`src/rtl/vga_sprite_pkg.sv`:
```
// Sprite compositor shared types.
// Screen geometry, coordinate widths and sprite record.
package vga_sprite_pkg;
  localparam int H_ACTIVE = 640;
  localparam int V_ACTIVE = 480;
  localparam int XW = 10;
  localparam int YW = 10;
  localparam int SYW = 9;
  localparam int IDXW = 3;

  typedef logic [23:0] rgb_t;

  typedef struct packed {
    logic [XW-1:0]  x;
    logic [SYW-1:0] y;
    logic           visible;
    rgb_t           rgb;
  } sprite_t;
endpackage

```
`src/rtl/sprite_compositor_if.sv`:
```
// Sprite write bus between game logic and compositor.
// One sprite record per accepted beat.
interface sprite_compositor_if;
  import vga_sprite_pkg::*;

  logic            wr_en;
  logic            wr_ready;
  logic [IDXW-1:0] wr_idx;
  logic [XW-1:0]   wr_x;
  logic [SYW-1:0]  wr_y;
  logic            wr_visible;
  rgb_t            wr_rgb;

  modport master (
    output wr_en, wr_idx, wr_x, wr_y,
    output wr_visible, wr_rgb,
    input  wr_ready
  );

  modport slave (
    input  wr_en, wr_idx, wr_x, wr_y,
    input  wr_visible, wr_rgb,
    output wr_ready
  );
endinterface

```
`src/rtl/sprite_hit.sv`:
```
// Registered hit test for one sprite.
// Bounds are 11 bits wide so edge sprites clip.
module sprite_hit
  import vga_sprite_pkg::*;
#(
  parameter int SPR_W = 10,
  parameter int SPR_H = 10
) (
  input  logic           clk,
  input  logic           rst,
  input  logic [XW-1:0]  i_x,
  input  logic [YW-1:0]  i_y,
  input  logic [XW-1:0]  i_sx,
  input  logic [SYW-1:0] i_sy,
  input  logic           i_vis,
  output logic           o_hit
);
  localparam logic [10:0] L_W = 11'(SPR_W);
  localparam logic [10:0] L_H = 11'(SPR_H);

  logic [10:0] w_x;
  logic [10:0] w_y;
  logic [10:0] w_sx;
  logic [10:0] w_sy;
  logic        w_hit;

  assign w_x  = {1'b0, i_x};
  assign w_y  = {1'b0, i_y};
  assign w_sx = {1'b0, i_sx};
  assign w_sy = {2'b0, i_sy};

  assign w_hit = i_vis
    && (w_x >= w_sx) && (w_x < w_sx + L_W)
    && (w_y >= w_sy) && (w_y < w_sy + L_H);

  // stage-1 hit register
  always_ff @(posedge clk) begin
    if (rst) o_hit <= 1'b0;
    else     o_hit <= w_hit;
  end
endmodule

```
`src/rtl/sprite_compositor.sv`:
```
// N-sprite compositor with border and collision flags.
// Sprite state is double-buffered and swapped in vblank.
module sprite_compositor
  import vga_sprite_pkg::*;
#(
  parameter int   NUM_SPRITES = 4,
  parameter int   SPR_W       = 10,
  parameter int   SPR_H       = 10,
  parameter int   H_ACTIVE    = vga_sprite_pkg::H_ACTIVE,
  parameter int   V_ACTIVE    = vga_sprite_pkg::V_ACTIVE,
  parameter int   BORDER      = 11,
  parameter rgb_t BORDER_RGB  = 24'h0000FF
) (
  input  logic                   VGA_clk,
  input  logic                   reset,
  input  logic [XW-1:0]          xCount,
  input  logic [YW-1:0]          yCount,
  input  logic                   displayArea,
  input  logic                   hSync_in,
  input  logic                   vSync_in,
  input  logic                   blank_in,
  sprite_compositor_if.slave     wr,
  output logic [7:0]             VGA_R,
  output logic [7:0]             VGA_G,
  output logic [7:0]             VGA_B,
  output logic                   VGA_hSync,
  output logic                   VGA_vSync,
  output logic                   blank_n,
  output logic [NUM_SPRITES-1:0] collision,
  output logic                   frame_done
);
  localparam logic [10:0] L_BL  = 11'(BORDER);
  localparam logic [10:0] L_BR  = 11'(H_ACTIVE - BORDER);
  localparam logic [10:0] L_BB  = 11'(V_ACTIVE - BORDER);
  localparam logic [YW-1:0] L_SY = YW'(V_ACTIVE);
  localparam logic [NUM_SPRITES-1:0] L_ONE = 1;

  sprite_t r_shadow [NUM_SPRITES];
  sprite_t r_active [NUM_SPRITES];

  logic [NUM_SPRITES-1:0] w_hit;
  logic [NUM_SPRITES-1:0] r_acc;
  logic r_border;
  logic r_de;
  logic r_hs;
  logic r_vs;
  logic r_bl;
  logic w_swap;
  logic w_wr;
  logic w_border;
  logic w_multi;
  rgb_t w_rgb;

  assign w_swap = (xCount == '0) && (yCount == L_SY);
  assign wr.wr_ready = !reset && !w_swap;
  assign w_wr = wr.wr_en && wr.wr_ready;

  assign w_border = ({1'b0, xCount} < L_BL)
    || ({1'b0, xCount} >= L_BR)
    || ({1'b0, yCount} < L_BL)
    || ({1'b0, yCount} >= L_BB);

  // shadow writes and frame-boundary swap
  always_ff @(posedge VGA_clk) begin
    if (reset) begin
      for (int i = 0; i < NUM_SPRITES; i++) begin
        r_shadow[i] <= '0;
        r_active[i] <= '0;
      end
    end else begin
      for (int i = 0; i < NUM_SPRITES; i++) begin
        if (w_wr && wr.wr_idx == IDXW'(i))
          r_shadow[i] <= '{x: wr.wr_x, y: wr.wr_y,
            visible: wr.wr_visible, rgb: wr.wr_rgb};
        if (w_swap)
          r_active[i] <= r_shadow[i];
      end
    end
  end

  for (genvar g = 0; g < NUM_SPRITES; g++) begin : g_hit
    sprite_hit #(
      .SPR_W(SPR_W),
      .SPR_H(SPR_H)
    ) u_hit (
      .clk  (VGA_clk),
      .rst  (reset),
      .i_x  (xCount),
      .i_y  (yCount),
      .i_sx (r_active[g].x),
      .i_sy (r_active[g].y),
      .i_vis(r_active[g].visible),
      .o_hit(w_hit[g])
    );
  end

  // stage 1: border flag and timing delay
  always_ff @(posedge VGA_clk) begin
    if (reset) begin
      r_border <= 1'b0;
      r_de     <= 1'b0;
      r_hs     <= 1'b1;
      r_vs     <= 1'b1;
      r_bl     <= 1'b0;
    end else begin
      r_border <= w_border;
      r_de     <= displayArea;
      r_hs     <= hSync_in;
      r_vs     <= vSync_in;
      r_bl     <= blank_in;
    end
  end

  // priority mux: lowest index wins over border
  always_comb begin
    w_rgb = '0;
    if (r_border) w_rgb = BORDER_RGB;
    for (int i = NUM_SPRITES - 1; i >= 0; i--)
      if (w_hit[i]) w_rgb = r_active[i].rgb;
    if (!r_de) w_rgb = '0;
  end

  // stage 2: output pixel and timing
  always_ff @(posedge VGA_clk) begin
    if (reset) begin
      VGA_R     <= '0;
      VGA_G     <= '0;
      VGA_B     <= '0;
      VGA_hSync <= 1'b1;
      VGA_vSync <= 1'b1;
      blank_n   <= 1'b0;
    end else begin
      VGA_R     <= w_rgb[23:16];
      VGA_G     <= w_rgb[15:8];
      VGA_B     <= w_rgb[7:0];
      VGA_hSync <= r_hs;
      VGA_vSync <= r_vs;
      blank_n   <= r_bl;
    end
  end

  assign w_multi = r_de && ((w_hit & (w_hit - L_ONE)) != '0);

  // collision accumulate, publish at swap
  always_ff @(posedge VGA_clk) begin
    if (reset) begin
      r_acc      <= '0;
      collision  <= '0;
      frame_done <= 1'b0;
    end else begin
      frame_done <= w_swap;
      if (w_swap) begin
        collision <= r_acc;
        r_acc     <= w_multi ? w_hit : '0;
      end else if (w_multi) begin
        r_acc <= r_acc | w_hit;
      end
    end
  end
endmodule

```
`src/flat_wrapper.sv`:
```
// flat-port wrapper written by rule: the top's interface ports become plain ports
module sprite_compositor_flat import vga_sprite_pkg::*;
#(
  parameter int   NUM_SPRITES = 4,
  parameter int   SPR_W       = 10,
  parameter int   SPR_H       = 10,
  parameter int   H_ACTIVE    = vga_sprite_pkg::H_ACTIVE,
  parameter int   V_ACTIVE    = vga_sprite_pkg::V_ACTIVE,
  parameter int   BORDER      = 11,
  parameter rgb_t BORDER_RGB  = 24'h0000FF
)
  (VGA_clk, reset, xCount, yCount, displayArea, hSync_in, vSync_in, blank_in, VGA_R, VGA_G, VGA_B, VGA_hSync, VGA_vSync, blank_n, collision, frame_done, wr_wr_en, wr_wr_idx, wr_wr_x, wr_wr_y, wr_wr_visible, wr_wr_rgb, wr_wr_ready);
  sprite_compositor_if wr_i ();
  input  logic VGA_clk;
  input  logic reset;
  input  logic [XW-1:0] xCount;
  input  logic [YW-1:0] yCount;
  input  logic displayArea;
  input  logic hSync_in;
  input  logic vSync_in;
  input  logic blank_in;
  output logic [7:0] VGA_R;
  output logic [7:0] VGA_G;
  output logic [7:0] VGA_B;
  output logic VGA_hSync;
  output logic VGA_vSync;
  output logic blank_n;
  output logic [NUM_SPRITES-1:0] collision;
  output logic frame_done;
  input wire logic [$bits(wr_i.wr_en)-1:0] wr_wr_en;
  input wire logic [$bits(wr_i.wr_idx)-1:0] wr_wr_idx;
  input wire logic [$bits(wr_i.wr_x)-1:0] wr_wr_x;
  input wire logic [$bits(wr_i.wr_y)-1:0] wr_wr_y;
  input wire logic [$bits(wr_i.wr_visible)-1:0] wr_wr_visible;
  input wire logic [$bits(wr_i.wr_rgb)-1:0] wr_wr_rgb;
  output wire logic [$bits(wr_i.wr_ready)-1:0] wr_wr_ready;
  assign wr_i.wr_en = wr_wr_en;
  assign wr_i.wr_idx = wr_wr_idx;
  assign wr_i.wr_x = wr_wr_x;
  assign wr_i.wr_y = wr_wr_y;
  assign wr_i.wr_visible = wr_wr_visible;
  assign wr_i.wr_rgb = wr_wr_rgb;
  assign wr_wr_ready = wr_i.wr_ready;
  sprite_compositor #(.NUM_SPRITES(NUM_SPRITES), .SPR_W(SPR_W), .SPR_H(SPR_H), .H_ACTIVE(H_ACTIVE), .V_ACTIVE(V_ACTIVE), .BORDER(BORDER), .BORDER_RGB(BORDER_RGB)) u_core (.VGA_clk(VGA_clk), .reset(reset), .xCount(xCount), .yCount(yCount), .displayArea(displayArea), .hSync_in(hSync_in), .vSync_in(vSync_in), .blank_in(blank_in), .wr(wr_i), .VGA_R(VGA_R), .VGA_G(VGA_G), .VGA_B(VGA_B), .VGA_hSync(VGA_hSync), .VGA_vSync(VGA_vSync), .blank_n(blank_n), .collision(collision), .frame_done(frame_done));
endmodule
```
`config.mk`:
```
export PLATFORM = sky130hd
export DESIGN_NAME = sprite_compositor_flat
export DESIGN_NICKNAME = d
export VERILOG_FILES = /design/src/rtl/vga_sprite_pkg.sv /design/src/rtl/sprite_compositor_if.sv /design/src/rtl/sprite_hit.sv /design/src/rtl/sprite_compositor.sv /design/src/flat_wrapper.sv
export SDC_FILE = /design/constraint.sdc
export NUM_CORES = 1
export LEC_CHECK = 0
export CORE_MARGIN = 10
export CORE_UTILIZATION = 30
export DETAILED_ROUTE_END_ITERATION = 10
export HOLD_SLACK_MARGIN = 0.15
export SETUP_SLACK_MARGIN = 0.02
export SYNTH_ARGS = -nofsm -noshare
export SYNTH_HDL_FRONTEND = slang
export SYNTH_SLANG_ARGS = --single-unit
```
`constraint.sdc`:
```
create_clock -name VGA_clk -period 11.56 [get_ports VGA_clk]
set_clock_uncertainty 0.1 [all_clocks]
set_input_delay 2.312 -clock VGA_clk [delete_from_list [all_inputs] [get_ports VGA_clk]]
set_output_delay 2.312 -clock VGA_clk [all_outputs]
set_load 0.02 [all_outputs]
```
==> flow_metrics.py, run 1 <==
metrics = {
    "cts": {
        "postCtsSetupBuffers": 0,
        "clkTransAtPathRegs_ns": 0.06,
        "clock_tree.root_cell": "clkbuf_16",
        "cts_tree": "built",
        "clockBufferDepth": 3,
        "ctsResizeCount": 0,
        "holdBufCountCts": 0,
        "clock-sinks": 397,
        "htree_num_levels": 2,
        "clock_latency_ns": 0.56,
        "cts_buffers": 44,
    },
    "synth": {
        "synth_cell_types": 59,
        "synth_warnings": 0,
        "ys.flop_type": "edfxtp_1",
        "ys_ff_latch": 397,
        "synth_top_area_cell": "edfxtp_1",
        "netlist_top_cells_area": "edfxtp_1 54%, and2_1 11%, ha_1 10%, dfxtp_1 4.6%, a21oi_1 2.0%",
        "post_synth.cell_area_avg_um2": 12.6,
        "yosysSeqAreaShare": 0.588,
        "synth_area_um2": 19500,
        "async_flop_share": 0,
        "synth_edf_count": 352,
        "synth_top_area_share": 0.542,
        "netlist_instances": 1552,
        "synth_nets": 1782,
    },
    "global_route": {
        "antenna_found_initial": 6,
        "grt_max_degree": 113,
        "grt_overflow": 0,
        "grt_pass1_vias": 12349,
        "grt_pass1_wl_um": 74200,
        "grt_usage": 0.128,
    },
    "critical_path": {
        "worstSetupPathType": "primary input to output pin",
        "slowest_stage": "clkdlybuf4s50_1",
        "required_ns": 9.15,
        "start_kind": "primary input",
        "critPathArrivalTime_ns": 4.89,
        "path_common_cell": "clkdlybuf4s50_1",
        "critPathCaptureType": "output pin",
        "crit_path_cell_trace": "clkdlybuf4s50_1 -> nor4_1 -> nand2_1 -> nor4_4 -> nor2_2 -> buf_4 -> clkdlybuf4s50_1",
        "max_stage_delay_ns": 0.70,
        "worstPathMaxFanout": 14,
    },
    "sta": {
        "finalWorstSetupSlack_ns": 4.26,
        "relSlewSlack": 0.210,
        "final.setup.tns_ns": 0,
        "hold_ws_ns": 0.317,
        "slew_viol_final": 0,
        "tightestPinTransition_ns": 1.18,
        "fin_crit_ns": 7.30,
        "clock.fmax_mhz": 137,
        "min_period_over_period": 0.632,
        "setup_violations": 0,
        "rsz0062_at_grt": "false",
        "final_hold_viol_count": 0,
    },
    "floorplanning": {
        "die-height_um": 275,
        "initial_utilization": 0.303,
        "core-area_um2": 64300,
        "rows": 93,
        "boundaryPins": 107,
        "die_width_um": 275,
        "die_area_um2": 75600,
    },
    "power_and_ir_drop": {
        "ir_drop_mv": 0.0871,
        "leakage_nw": 8.53,
        "power_density_nw_per_um2": 141,
    },
    "flow_run": {
        "maxCapViolCount": 0,
    },
    "layout": {
        "area_delta_synth_final_pct": 16.6,
        "num-nets-final": 1884,
        "final_area_um2": 22700,
        "drive_gt1_frac": 0.0574,
    },
    "placement": {
        "post-place-ws_ns": 4.24,
        "placedInstanceArea_um2": 21300,
        "dp_hpwl_um": 32700,
        "placement.io_buffers": 106,
        "place.gp.congestion": 0.840,
    },
    "route": {
        "first_pass_iters": 4,
        "vias": 11780,
        "routedWlPerCell_um": 19.2,
        "drt_iter0_drc": 788,
        "drcViolationCount": 0,
        "ant_nets": 0,
        "via_per_inst": 4.63,
        "routed_wirelength_um": 48900,
    },
    "status": {
        "status": "complete, no violations",
    },
    "min_path": {
        "hold_class": "flip-flop to flip-flop",
    },
}
-- cell usage in the layout, fill, tap and decap left out, types with 7 or more instances in the layout --
cell,n
clkbuf_8,7
inv_1,88
xor2_1,8
o21ai_0,44
nor2b_1,22
a22o_1,8
or2_2,8
xnor2_1,44
nor3_1,33
a211o_1,12
a221oi_1,16
nand3_1,8
nand2_1,30
a21oi_1,77
and2_1,352
o2111ai_1,7
buf_4,15
nand2b_1,9
clkbuf_16,45
ha_1,156
nand4_1,9
nor2_1,46
dfxtp_1,43
a211oi_1,20
clkdlybuf4s50_1,106
clkbuf_1,13
edfxtp_1,352
a21o_1,17
-- metrics by stage --
stage,total power [mW],instances,utilization
after floorplan,1.77,1552,-
after global placement,1.87,2463,0.331
after detailed placement,1.88,2463,0.331
after CTS,3.24,2545,0.353
after global routing,3.32,2545,0.353
final,3.20,2546,0.353
-- worst max-delay path: cells and delay by family --
kind	cells	cell delay (ns)
buffers and inverters	3	1.48
and+or+nand+nor	4	1.09
-- final cells by class --
type / instances / area, µm²
Antenna cell: 1 / 2.50
Clock buffer: 65 / 1270
Clock inverter: 17 / 145
Fill cell: 6242 / 41600
Inverter: 89 / 339
Multi-Input combinational cell: 1001 / 7260
Sequential cell: 397 / 11500
Tap cell: 855 / 1070
Timing Repair Buffer: 121 / 1170
-- registers in the layout, indices dropped and copies added (netlist names), 4 cells and up --
name,count
u_core.VGA_B,8
u_core.VGA_G,8
u_core.VGA_R,8
u_core.collision,4
u_core.g_hit.u_hit.o_hit,4
u_core.r_acc,4
u_core.r_active,176
u_core.r_shadow,176
-- synthesized netlist by cell type, drive strengths merged (9+ instances only) --
master	instances
a211o	12
nand2	30
a211oi	20
nor2	47
nor3	33
edfxtp	352
nand2b	9
a21o	17
o21ai	44
a21oi	77
nand4	9
and2	352
a221oi	16
dfxtp	45
inv	89
buf	29
nor2b	23
clkbuf	36
xnor2	44
ha	156
-- kinds of logic after synthesis --
kind of cell / Yosys count / synth area share
buffers and inverters: 154 / 0.0393
AOI/OAI and AO/OA: 235 / 0.0780
DFF: 397 / 0.588
xor gates and xnor gates: 52 / 0.0234
adders and majority gates: 156 / 0.100
and+or+nand+nor: 558 / 0.171
-- final timing paths --
| path | startpoint | endpoint | slack (ns) | cells past startpoint |
|---|---|---|---|---|
| worst min-delay path | u_core.r_hs$_SDFF_PP1_ | u_core.VGA_hSync$_SDFF_PP1_ | 0.32 | 1 |
| worst min register to register | u_core.r_hs$_SDFF_PP1_ | u_core.VGA_hSync$_SDFF_PP1_ | 0.32 | 1 |
| worst max-delay path | xCount[6] | wr_wr_ready | 4.26 | 7 |
| worst max register to register | u_core.r_active[0][29]$_SDFFCE_PN0P_ | u_core.g_hit[0].u_hit.o_hit$_SDFF_PP0_ | 7.54 | 11 |
-- report_power, final --
part | leakage (nW) | internal, mW | switching [mW]
Sequential | 3.94 | 1.62 | 0.0192
Combinational | 3.89 | 0.0823 | 0.125
Clock | 0.691 | 0.807 | 0.550
-- metal layers --
| metal | GRT usage | vias up | routed length (µm) |
|---|---|---|---|
| met5 | 0 | - | 13 |
| met4 | 0.0361 | 2 | 975 |
| met3 | 0.0247 | 57 | 2520 |
| met2 | 0.212 | 231 | 23000 |
| met1 | 0.169 | 5737 | 22400 |
| li1 | - | 5753 | - |
Power figures use the tool's default switching activity.
==> run 2, diff against run 1 <==
==> constraint.sdc (replaced) <==
create_clock -name VGA_clk -period 7.5 [get_ports VGA_clk]
set_clock_uncertainty 0.1 [all_clocks]
set_input_delay 1.5 -clock VGA_clk [delete_from_list [all_inputs] [get_ports VGA_clk]]
set_output_delay 1.5 -clock VGA_clk [all_outputs]
set_load 0.02 [all_outputs]
==> run 2 against run 1 <==
Compared with the run above: clock power increased by 52%; count of clock-buffer cells in the layout fell by 1; non-clock buffer count grew 3; register-to-register slack got worse by 4.1 ns; final cell count hardly changed; via count stayed put; setup slack worse by 2.6 ns; combinational power up 55%; global-route usage fell by 0.31 points; routed wire length is 2.4% lower; critical path type unchanged.
==> flow_metrics.py, run 2 (synthesis gave the netlist of run 1 again) <==
metrics = {
    "floorplanning": {
        "die_area_um2": 75600,
        "die_width_um": 275,
        "core-area_um2": 64300,
        "initial_utilization": 0.303,
        "boundaryPins": 107,
        "rows": 93,
        "die-height_um": 275,
    },
    "cts": {
        "cts_tree": "built",
        "clock_latency_ns": 0.55,
        "cts_buffers": 42,
        "clock-sinks": 397,
        "clock_tree.root_cell": "clkbuf_16",
        "postCtsSetupBuffers": 0,
        "clockBufferDepth": 3,
        "htree_num_levels": 2,
        "holdBufCountCts": 0,
        "clkTransAtPathRegs_ns": 0.06,
        "ctsResizeCount": 0,
    },
    "route": {
        "first_pass_iters": 5,
        "routedWlPerCell_um": 18.8,
        "drcViolationCount": 0,
        "ant_nets": 0,
        "via_per_inst": 4.63,
        "routed_wirelength_um": 47700,
        "drt_iter0_drc": 767,
        "vias": 11780,
    },
    "sta": {
        "final_hold_viol_count": 0,
        "min_period_over_period": 0.782,
        "final.setup.tns_ns": 0,
        "fin_crit_ns": 5.86,
        "relSlewSlack": 0.174,
        "clock.fmax_mhz": 171,
        "tightestPinTransition_ns": 1.21,
        "slew_viol_final": 0,
        "rsz0062_at_grt": "false",
        "setup_violations": 0,
    },
    "layout": {
        "fillCellCount": 6255,
        "area_delta_synth_final_pct": 16.6,
        "final_cell_mix": "352 x and2_1, 352 x edfxtp_1, 156 x ha_1",
        "num-nets-final": 1885,
        "top_regs": "u_core.r_active x176, u_core.r_shadow x176",
        "drive_gt1_frac": 0.0551,
        "instances_no_fill": 2544,
    },
    "power_and_ir_drop": {
        "pwr-share-clk": 0.421,
        "seqPwrFrac": 0.513,
        "ir_drop_mv": 0.145,
        "swShare": 0.209,
        "p_sw_mw": 1.03,
        "power_density_nw_per_um2": 216,
        "combPwrFrac": 0.065,
        "internal_power_mw": 3.88,
        "leakage_nw": 8.52,
    },
    "placement": {
        "placed_cells": 2466,
        "placement.io_buffers": 106,
        "place.gp.congestion": 0.864,
        "dp_hpwl_um": 32600,
    },
    "global_route": {
        "grt_usage": 0.125,
        "grt_overflow": 0,
        "grt_pass1_wl_um": 73300,
        "antenna_found_initial": 4,
        "grt_max_degree": 111,
        "grt_pass1_vias": 12176,
    },
    "critical_path": {
        "worstPathMaxFanout": 14,
        "critPathCaptureType": "output pin",
        "worstSetupPathType": "primary input to output pin",
        "start_kind": "primary input",
        "ff2ff_path_depth": 11,
        "required_ns": 5.90,
        "critPathArrivalTime_ns": 4.26,
    },
    "min_path": {
        "hold_class": "flip-flop to flip-flop",
        "whs_path_depth": 1,
    },
    "status": {
        "status": "complete, no violations",
    },
    "flow_run": {
        "maxCapViolCount": 0,
    },
}
## run 2: layout make-up
cell class / count / area (µm²) / share of cell area
sequential: 397 / 11500 / 0.505
multi-input combinational: 1001 / 7260 / 0.319
clock buffer: 64 / 1230 / 0.0540
timing repair buffer: 124 / 1200 / 0.0526
tap: 855 / 1070 / 0.0471
inverter: 89 / 339 / 0.0149
clock inverter: 12 / 159 / 0.00699
antenna: 2 / 5.00 / 0.000220
## run 2: final timing paths
| check | startpoint | to | slack, ns |
|---|---|---|---|
| worst max register to register | u_core.r_active[0][29]$_SDFFCE_PN0P_ | u_core.g_hit[0].u_hit.o_hit$_SDFF_PP0_ | 3.46 |
| worst max-delay path | xCount[1] | wr_wr_ready | 1.64 |
| worst min register to register | u_core.r_hs$_SDFF_PP1_ | u_core.VGA_hSync$_SDFF_PP1_ | 0.30 |
| worst min-delay path | u_core.r_hs$_SDFF_PP1_ | u_core.VGA_hSync$_SDFF_PP1_ | 0.30 |
## run 2: routing by layer
layer	GRT usage	up-vias	part of all wire
met3	0.0219	54	0.049
li1	-	5750	-
met1	0.172	5712	0.47
met5	0	-	0.00031
met4	0.0352	4	0.017
met2	0.200	260	0.46
## run 2: worst max-delay path, cell delays in order
cell and delay [ns]:
clkdlybuf4s50_1 0.87, nor4_1 0.14, nand3b_1 0.19, nor4_4 0.08
nor2_2 0.67, clkdlybuf4s50_1 0.78
## run 2: power groups by stage
stage               combinational (mW)  sequential (mW)  clock, mW
global route                     0.361             2.53       2.21
finish                           0.321             2.52       2.07
floorplan                        0.173             2.56          0
global placement                 0.317             2.56          0
detailed placement               0.324             2.57          0
CTS                              0.326             2.52       2.12
## run 2: stage by stage
step	area, µm²	setup WS [ns]	total power [mW]	util	hold WS, ns
floorplan	19500	0.864	2.73	-	0.289
global placement	21300	1.58	2.88	0.332	0.298
detailed placement	21300	1.46	2.89	0.332	0.298
CTS	22700	1.65	4.97	0.353	0.308
global route	22700	1.54	5.10	0.353	0.326
finish	22700	1.64	4.91	0.353	0.304
==> run 3, diff against run 2 <==
==> constraint.sdc (replaced) <==
create_clock -name VGA_clk -period 5.9 [get_ports VGA_clk]
set_clock_uncertainty 0.1 [all_clocks]
set_input_delay 1.18 -clock VGA_clk [delete_from_list [all_inputs] [get_ports VGA_clk]]
set_output_delay 1.18 -clock VGA_clk [all_outputs]
set_load 0.02 [all_outputs]
==> run 3 against run 2 <==
Compared with the run above: cell area grew 0.73%; total power grew 27%; via count is essentially flat; routed wire length grew 2.9%; core utilization grew 0.26 points; critical path depth shrank 1; die area is the same; register-to-register slack lost 1.0 ns; largest cell class unchanged; highest routed layer unchanged.
==> flow_metrics.py, run 3 (synthesis gave the netlist of run 1 again) <==
metrics = {
    "status": {
        "status": "complete, no violations",
    },
    "cts": {
        "clkTransAtPathRegs_ns": 0.06,
        "clockBufferDepth": 3,
        "clock_latency_ns": 0.57,
        "holdBufCountCts": 0,
        "clock-sinks": 397,
        "ctsResizeCount": 0,
        "postCtsSetupBuffers": 0,
        "cts_tree": "built",
        "clock_tree.root_cell": "clkbuf_16",
        "cts_buffers": 42,
        "htree_num_levels": 2,
    },
    "critical_path": {
        "worstPathMaxFanout": 14,
        "r2r_start": "u_core.r_active[1][35]$_SDFFCE_PN0P_",
        "start_kind": "primary input",
        "required_ns": 4.62,
        "max_stage_delay_ns": 0.77,
        "r2r_end": "u_core.g_hit[1].u_hit.o_hit$_SDFF_PP0_",
        "worst-path-buf-inv": 2,
        "critPathArrivalTime_ns": 3.67,
        "path_common_cell": "clkdlybuf4s50_1",
        "critPathCaptureType": "output pin",
        "ff2ff_path_depth": 11,
        "slowest_stage": "clkdlybuf4s50_1",
        "crit_path_cell_trace": "clkdlybuf4s50_1 -> nand4b_1 -> nor4_4 -> nor2_2 -> clkdlybuf4s50_1",
        "r2r_setup_slack_ns": 2.46,
        "worstSetupPathType": "primary input to output pin",
        "crit_start": "yCount[8]",
        "critPathTopFamily": "buffers and inverters",
    },
    "global_route": {
        "antenna_found_initial": 8,
        "grt_pass1_vias": 12160,
        "grt_usage": 0.130,
        "grt_max_degree": 114,
        "grt_overflow": 0,
        "grt_pass1_wl_um": 74800,
    },
    "floorplanning": {
        "core-area_um2": 64300,
        "die_width_um": 275,
        "die-height_um": 275,
        "rows": 93,
        "boundaryPins": 107,
        "initial_utilization": 0.303,
        "die_area_um2": 75600,
    },
    "layout": {
        "drive_gt1_frac": 0.0704,
        "area_delta_synth_final_pct": 17.5,
        "final_cell_mix": "352 x and2_1, 352 x edfxtp_1, 156 x ha_1",
        "num-nets-final": 1901,
        "instances_no_fill": 2566,
        "top_regs": "u_core.r_active x176, u_core.r_shadow x176",
    },
    "placement": {
        "placed_cells": 2482,
        "place.gp.congestion": 0.835,
        "post-place-ws_ns": 0.954,
        "placement.io_buffers": 106,
        "dp_hpwl_um": 34000,
    },
    "min_path": {
        "hold_class": "flip-flop to flip-flop",
        "whs_path_depth": 1,
        "min_to": "u_core.VGA_hSync$_SDFF_PP1_",
        "worst_hold_startpoint": "u_core.r_hs$_SDFF_PP1_",
    },
    "sta": {
        "slew_viol_final": 0,
        "tightestPinTransition_ns": 1.09,
        "final.setup.tns_ns": 0,
        "rsz0062_at_grt": "false",
        "min_period_over_period": 0.840,
        "fin_crit_ns": 4.95,
        "clock.fmax_mhz": 202,
        "setup_violations": 0,
        "final_hold_viol_count": 0,
        "relSlewSlack": 0.274,
        "finalWorstSetupSlack_ns": 0.947,
    },
    "power_and_ir_drop": {
        "p_sw_mw": 1.41,
        "pwr-share-clk": 0.421,
        "combPwrFrac": 0.067,
        "power_density_nw_per_um2": 273,
        "ir_drop_mv": 0.198,
        "seqPwrFrac": 0.512,
        "swShare": 0.225,
        "internal_power_mw": 4.85,
        "leakage_nw": 8.62,
    },
    "route": {
        "ant_nets": 0,
        "routed_wirelength_um": 49100,
        "vias": 11791,
        "drcViolationCount": 0,
        "via_per_inst": 4.60,
        "first_pass_iters": 5,
        "drt_iter0_drc": 764,
        "routedWlPerCell_um": 19.1,
    },
    "flow_run": {
        "maxCapViolCount": 0,
    },
}
## run 3: cell types whose count changed in the layout (fill, tap and decap cells not counted), moves of 2 or more
| cell | previous run | this run |
|---|---|---|
| buf_12 | 0 | 3 |
| buf_4 | 18 | 31 |
| clkbuf_16 | 45 | 42 |
| clkinvlp_4 | 0 | 3 |
| clkbuf_1 | 16 | 10 |
| clkbuf_8 | 3 | 7 |
| clkinv_1 | 4 | 0 |
| bufinv_16 | 4 | 2 |
| diode_2 | 2 | 6 |
| clkinv_2 | 3 | 10 |
## run 3: power by group through the flow
stage / clock network, mW / logic, mW / registers (mW)
finish: 2.63 / 0.419 / 3.20
global route: 2.81 / 0.476 / 3.21
CTS: 2.70 / 0.429 / 3.20
detailed placement: 0 / 0.427 / 3.26
global placement: 0 / 0.419 / 3.26
floorplan: 0 / 0.220 / 3.25
## run 3: worst max-delay path by stage
| stage | cells after the start | to | slack [ns] |
|---|---|---|---|
| after global routing | 5 | wr_wr_ready | 0.77 |
| final | 5 | wr_wr_ready | 0.95 |
| after detailed placement | 5 | wr_wr_ready | 0.95 |
| after floorplan | 4 | u_core.r_active[0][0]$_SDFFCE_PN0P_ | 0.59 |
| after CTS | 5 | wr_wr_ready | 0.94 |
| after global placement | 5 | wr_wr_ready | 0.98 |
## run 3: cell type report
class,instances,area (µm²)
antenna,6,15.0
clock buffer,59,1180
clock inverter,19,201
fill,6198,41500
inverter,89,338
multi-input combinational,1001,7260
sequential,397,11500
tap,855,1070
timing repair buffer,140,1350
## run 3: layer usage
layer / up-vias / wire, µm / track usage
li1: 5781 / - / -
met1: 5676 / 22000 / 0.170
met2: 274 / 23200 / 0.217
met3: 54 / 3100 / 0.0273
met4: 6 / 828 / 0.0328
met5: - / 41 / 0
## run 3: through the flow
step | util | power, mW | hold WS, ns | instance area (µm²)
4_1_cts | 0.356 | 6.33 | 0.313 | 22900
5_1_grt | 0.356 | 6.49 | 0.330 | 22900
3_3_place_gp | 0.334 | 3.68 | 0.305 | 21500
2_1_floorplan | - | 3.47 | 0.289 | 19500
6_report | 0.356 | 6.25 | 0.310 | 22900
3_5_place_dp | 0.334 | 3.69 | 0.300 | 21500
